===== src/rtl/ram8_pkg.sv =====
// Shared types and constants for the 8x16 RAM burst front-end.
package ram8_pkg;

   localparam int unsigned RAM8_WIDTH = 16;
   localparam int unsigned RAM8_AW    = 3;

   typedef enum logic [1:0] {
      StIdle  = 2'd0,
      StWrite = 2'd1,
      StRead  = 2'd2,
      StDrain = 2'd3
   } state_e;

endpackage


===== src/rtl/ram8_burst_ctrl_burst_counter.sv =====
// Loadable address/beat counter; the address wraps naturally at 2**AW.
module burst_counter
   import ram8_pkg::*;
#(
   parameter int unsigned AW = RAM8_AW
) (
   input  logic          clk,
   input  logic          rst_n,
   input  logic          load,
   input  logic [AW-1:0] start,
   input  logic [AW-1:0] len,
   input  logic          step,
   output logic [AW-1:0] addr,
   output logic          last
);

   logic [AW-1:0] addr_q;
   logic [AW-1:0] beats_q;

   always_ff @(posedge clk or negedge rst_n) begin
      if (!rst_n) begin
         addr_q  <= '0;
         beats_q <= '0;
      end else if (load) begin
         addr_q  <= start;
         beats_q <= len;
      end else if (step) begin
         addr_q  <= addr_q + AW'(1);
         beats_q <= beats_q - AW'(1);
      end
   end

   assign addr = addr_q;
   assign last = (beats_q == '0);

endmodule


===== src/rtl/ram8_burst_ctrl.sv =====
// Valid/ready burst front-end for the 8x16 RAM with a one-entry read buffer.
module ram8_burst_ctrl
   import ram8_pkg::*;
#(
   parameter int unsigned WIDTH = RAM8_WIDTH,
   parameter int unsigned AW    = RAM8_AW
) (
   input  logic             clk,
   input  logic             rst_n,
   input  logic             req_valid,
   output logic             req_ready,
   input  logic             req_write,
   input  logic [AW-1:0]    req_addr,
   input  logic [AW-1:0]    req_len,
   input  logic             wr_valid,
   input  logic [WIDTH-1:0] wr_data,
   output logic             wr_ready,
   output logic             rd_valid,
   output logic [WIDTH-1:0] rd_data,
   input  logic             rd_ready,
   output logic             busy,
   output logic [WIDTH-1:0] ram_in,
   output logic             ram_load,
   output logic [AW-1:0]    ram_address,
   input  logic [WIDTH-1:0] ram_out
);

   state_e           state_q;
   logic             rd_valid_q;
   logic [WIDTH-1:0] rd_data_q;

   logic          cnt_load;
   logic          cnt_step;
   logic          wr_beat;
   logic          rd_capture;
   logic [AW-1:0] cur_addr;
   logic          cnt_last;

   assign cnt_load   = (state_q == StIdle) && req_valid;
   assign wr_beat    = (state_q == StWrite) && wr_valid;
   // The buffer is free when empty or being drained in this same cycle.
   assign rd_capture = (state_q == StRead) && (!rd_valid_q || rd_ready);
   assign cnt_step   = wr_beat || rd_capture;

   burst_counter #(
      .AW (AW)
   ) u_counter (
      .clk   (clk),
      .rst_n (rst_n),
      .load  (cnt_load),
      .start (req_addr),
      .len   (req_len),
      .step  (cnt_step),
      .addr  (cur_addr),
      .last  (cnt_last)
   );

   always_ff @(posedge clk or negedge rst_n) begin
      if (!rst_n) begin
         state_q    <= StIdle;
         rd_valid_q <= 1'b0;
         rd_data_q  <= '0;
      end else begin
         unique case (state_q)
            StIdle: begin
               if (req_valid) begin
                  state_q <= req_write ? StWrite : StRead;
               end
            end
            StWrite: begin
               if (wr_valid && cnt_last) begin
                  state_q <= StIdle;
               end
            end
            StRead: begin
               if (rd_capture) begin
                  rd_data_q  <= ram_out;
                  rd_valid_q <= 1'b1;
                  if (cnt_last) begin
                     state_q <= StDrain;
                  end
               end
            end
            StDrain: begin
               if (rd_valid_q && rd_ready) begin
                  rd_valid_q <= 1'b0;
                  state_q    <= StIdle;
               end
            end
            default: state_q <= StIdle;
         endcase
      end
   end

   // Gated with rst_n so nothing is offered while reset is held.
   assign req_ready   = (state_q == StIdle) && rst_n;
   assign wr_ready    = (state_q == StWrite);
   assign busy        = (state_q != StIdle);
   assign rd_valid    = rd_valid_q;
   assign rd_data     = rd_data_q;
   assign ram_in      = wr_data;
   assign ram_load    = wr_beat;
   assign ram_address = cur_addr;

endmodule

===== config.mk =====
export PLATFORM = sky130hd
export DESIGN_NAME = ram8_burst_ctrl
export DESIGN_NICKNAME = d
export VERILOG_FILES = /design/src/rtl/ram8_pkg.sv /design/src/rtl/ram8_burst_ctrl_burst_counter.sv /design/src/rtl/ram8_burst_ctrl.sv
export SDC_FILE = /design/constraint.sdc
export NUM_CORES = 1
export LEC_CHECK = 0
export CAP_MARGIN = 25
export CORE_MARGIN = 1.5
export CORE_UTILIZATION = 36
export DETAILED_ROUTE_END_ITERATION = 10
export GPL_ROUTABILITY_DRIVEN = 0
export PLACE_DENSITY_LB_ADDON = 0.3
export SYNTH_ARGS = -nofsm -noshare
export SYNTH_HDL_FRONTEND = slang
export SYNTH_SLANG_ARGS = --single-unit

===== constraint.sdc =====
create_clock -name clk -period 2.13 [get_ports clk]
set_input_delay 0.426 -clock clk [delete_from_list [all_inputs] [get_ports clk]]
set_output_delay 0.426 -clock clk [all_outputs]
set_load 0.1 [all_outputs]

==> results.yml <==
outcome:
  status: "finished clean"
worst_setup_path:
  timing.critical_path.depth: 3
  path_delay_family: "simple AND/OR/NAND/NOR gates"
  worst-endpoint-arrival_ps: 1520
  critical-path-slowest-cell: "sky130_fd_sc_hd__dfrtp_1"
  rr_endpoint: "u_counter.beats_q[1]"
  rr_startpoint: "state_q[0]"
  reg2regPathDepth: 3
  cell_chain_of_the_critical_path: "or2_2, nor2_2, buf_12"
  max_stage_delay_ps: 530
  timing.setup.critical_path_class: "register to primary output"
  worst-r2r-setup-slack_ps: 250
  timing.critical_path.required_ps: 1700
  timing.critical_path.from_type: "register"
  worstPathMaxFanout: 13
  critical_path_buf_inv_count: 1
  worst_setup_path_end_kind: "primary output"
final_layout:
  flow.area_growth_from_synthesis_pct: 38.2
  fill_cells: 313
  layout.cells.non_filler: 202
  ff_latch_area_sq_um: 626
  multiInputGateArea_sq_um: 543
  layout_net_count: 204
  finalCoreUtilization: 0.535
  drive_above_1_share: 0.365
  diodes_inserted: 0
route:
  ant_nets: 0
  drt_wl_total_um: 2700
  drt-wirelength-per-cell_um: 13.4
  detailedRoute.firstIterationViolations: 68
  routed_via_density: 4.95
  firstDrtPassIters: 4
  detail_route.drc_violations: 0
  routed_vias: 999
worst_hold_path:
  min_path_cells: 1
  worstHoldEndpoint: "u_counter.beats_q[0]"
  worst_hold_path_type: "register to register"
  hp-start: "u_counter.beats_q[0]"
global_routing:
  grt_max_degree: 26
  global_route.usage.total: 0.135
  gr-total-overflow: 0
  antenna_found_initial: 0
  grt_pass1_vias: 1048
  grt_first_pass_wirelength_um: 4460
synth:
  number_of_enable_flip_flop_cells_after_synthesis: 0
  synth.distinct_cells: 31
  synth_area_per_cell_sq_um: 11.4
  postSynthCellCount: 117
  synth_area_sq_um: 1330
  dominantRegCellSynth: "sky130_fd_sc_hd__dfrtp_1"
  synthesized_nets: 164
  synthesis.yosys.warnings: 0
  synth_async_sr_flop_share: 1.00
  synth_seq_area_share: 0.469
  synth-seq-cells: 25
cts:
  numCtsBuffers: 3
  clkSinkCount: 25
  max-clock-path-buffers: 2
  ctsResizeCount: 0
  cts.htree.levels: 1
  post_cts_hold_buffer_count: 0
  tritoncts: "built"
  worst_setup_hold_path_clk_slew_ps: 90
  post_cts.repair.setup_buffers: 0
  worstSkewPairLatency_ps: 260
  cts_root_buf: "sky130_fd_sc_hd__clkbuf_8"
die:
  die-width_um: 63.8
  die-height_um: 63.8
  dieArea_sq_um: 4080
  io-pin-count: 84
  floorplan.rows: 21
  fp.coreArea_sq_um: 3440
  floorplan.initialDensity: 0.387
sta:
  max_slew.worst_pin.slew_ps: 419
  report.final.setup_viol: 0
  finalCritPeriodShare: 0.914
  timing.clock.skew_ps: 4.21
  max_clock_freq_ghz: 0.514
  final-hold-violation-count: 0
  grt_setup_unrepaired: "no"
  report.final.slew_viol_count: 0
  relSlewSlack: 0.721
  final.min_clock_period_ps: 1950
job:
  max_capacitance_violation_count: 0
placed_design:
  numPlacedInstances: 198
  dp.final_hpwl_um: 2100
  port_buffers: 51
-- logic make-up after synthesis --
logic type,after synthesis,share of synthesized area
adder cells (fa/ha/maj),3,0.0282
AND/OR/NAND/NOR,22,0.0901
flip-flops,25,0.469
buffers and inverters,27,0.129
multiplexers,23,0.194
AO/OA/AOI/OAI,17,0.0892
-- final cells by class --
cell class                      instances  area share
Multi-Input combinational cell         65       0.295
Clock buffer                            3      0.0224
Sequential cell                        25       0.340
Tap cell                               46      0.0312
Timing Repair Buffer                   55       0.295
Clock inverter                          1     0.00272
Inverter                                7      0.0143
-- metal layers --
metal  vias up  GRT usage  routed length, um  part of all wire
li1        467          -                  -                 -
met4         0     0.0516                 46             0.017
met2        53      0.224               1310              0.48
met5         -          0                  0                 0
met1       465      0.165               1120              0.41
met3        14     0.0370                227             0.084
-- flip-flops by register name, indices dropped and copies added, names as in the netlist --
register and cells:
u_counter.addr 3, u_counter.beats_q 3, state_q 2, rd_valid 1
rd_data 16
-- worst max path at each step --
stage / start / to / slack, ps
global placement: req_valid / u_counter.beats_q[1] / 80
detailed placement: req_valid / u_counter.beats_q[1] / 40
finish: state_q[1] / req_ready / 180
global route: state_q[1] / req_ready / 120
floorplan: state_q[0] / req_ready / -270
CTS: state_q[1] / req_ready / 170
-- cells in the mapped netlist (2+ instances only) --
cell,number,area share
sky130_fd_sc_hd__a211oi_1,2,0.011
sky130_fd_sc_hd__a21oi_1,3,0.011
sky130_fd_sc_hd__a221oi_1,2,0.013
sky130_fd_sc_hd__buf_2,2,0.0075
sky130_fd_sc_hd__buf_4,16,0.090
sky130_fd_sc_hd__dfrtp_1,25,0.47
sky130_fd_sc_hd__ha_1,3,0.028
sky130_fd_sc_hd__inv_1,7,0.020
sky130_fd_sc_hd__mux2_2,19,0.16
sky130_fd_sc_hd__mux2i_1,3,0.023
sky130_fd_sc_hd__nand2_1,3,0.0085
sky130_fd_sc_hd__nand2b_1,2,0.0094
sky130_fd_sc_hd__nand3_1,3,0.011
sky130_fd_sc_hd__nor2_1,4,0.011
sky130_fd_sc_hd__nor2b_1,5,0.023
sky130_fd_sc_hd__o22ai_1,3,0.014
-- through the flow --
stage / setup TNS (ps) / cell area (sq um) / setup WS [ps] / hold WS, ps
after CTS: 0 / 1840 / 171 / 503
after global routing: 0 / 1840 / 119 / 525
after detailed placement: 0 / 1800 / 38.2 / 490
after floorplan: -265 / 1340 / -265 / 130
final: 0 / 1840 / 184 / 501
after global placement: 0 / 1800 / 82.9 / 487
-- layout by cell type, fill, tap and decap left out, types with 2 or more instances in the layout --
cell type / synthesis / layout
sky130_fd_sc_hd__a221oi_1: 2 / 2
sky130_fd_sc_hd__nor2b_1: 5 / 4
sky130_fd_sc_hd__nor2_2: 1 / 3
sky130_fd_sc_hd__buf_12: 0 / 5
sky130_fd_sc_hd__nor2_1: 4 / 2
sky130_fd_sc_hd__dfrtp_1: 25 / 25
sky130_fd_sc_hd__nand2b_1: 2 / 2
sky130_fd_sc_hd__clkbuf_8: 0 / 3
sky130_fd_sc_hd__a211oi_1: 2 / 2
sky130_fd_sc_hd__nand2_1: 3 / 3
sky130_fd_sc_hd__nand3_1: 3 / 3
sky130_fd_sc_hd__ha_1: 3 / 3
sky130_fd_sc_hd__mux2_2: 19 / 19
sky130_fd_sc_hd__clkdlybuf4s50_1: 0 / 27
sky130_fd_sc_hd__a21oi_1: 3 / 3
sky130_fd_sc_hd__o22ai_1: 3 / 3
sky130_fd_sc_hd__inv_1: 7 / 7
sky130_fd_sc_hd__buf_4: 16 / 23
sky130_fd_sc_hd__mux2i_1: 3 / 3
Power is not shown: default switching activity piles up to over one toggle a cycle in this logic, so the estimate is an artifact.
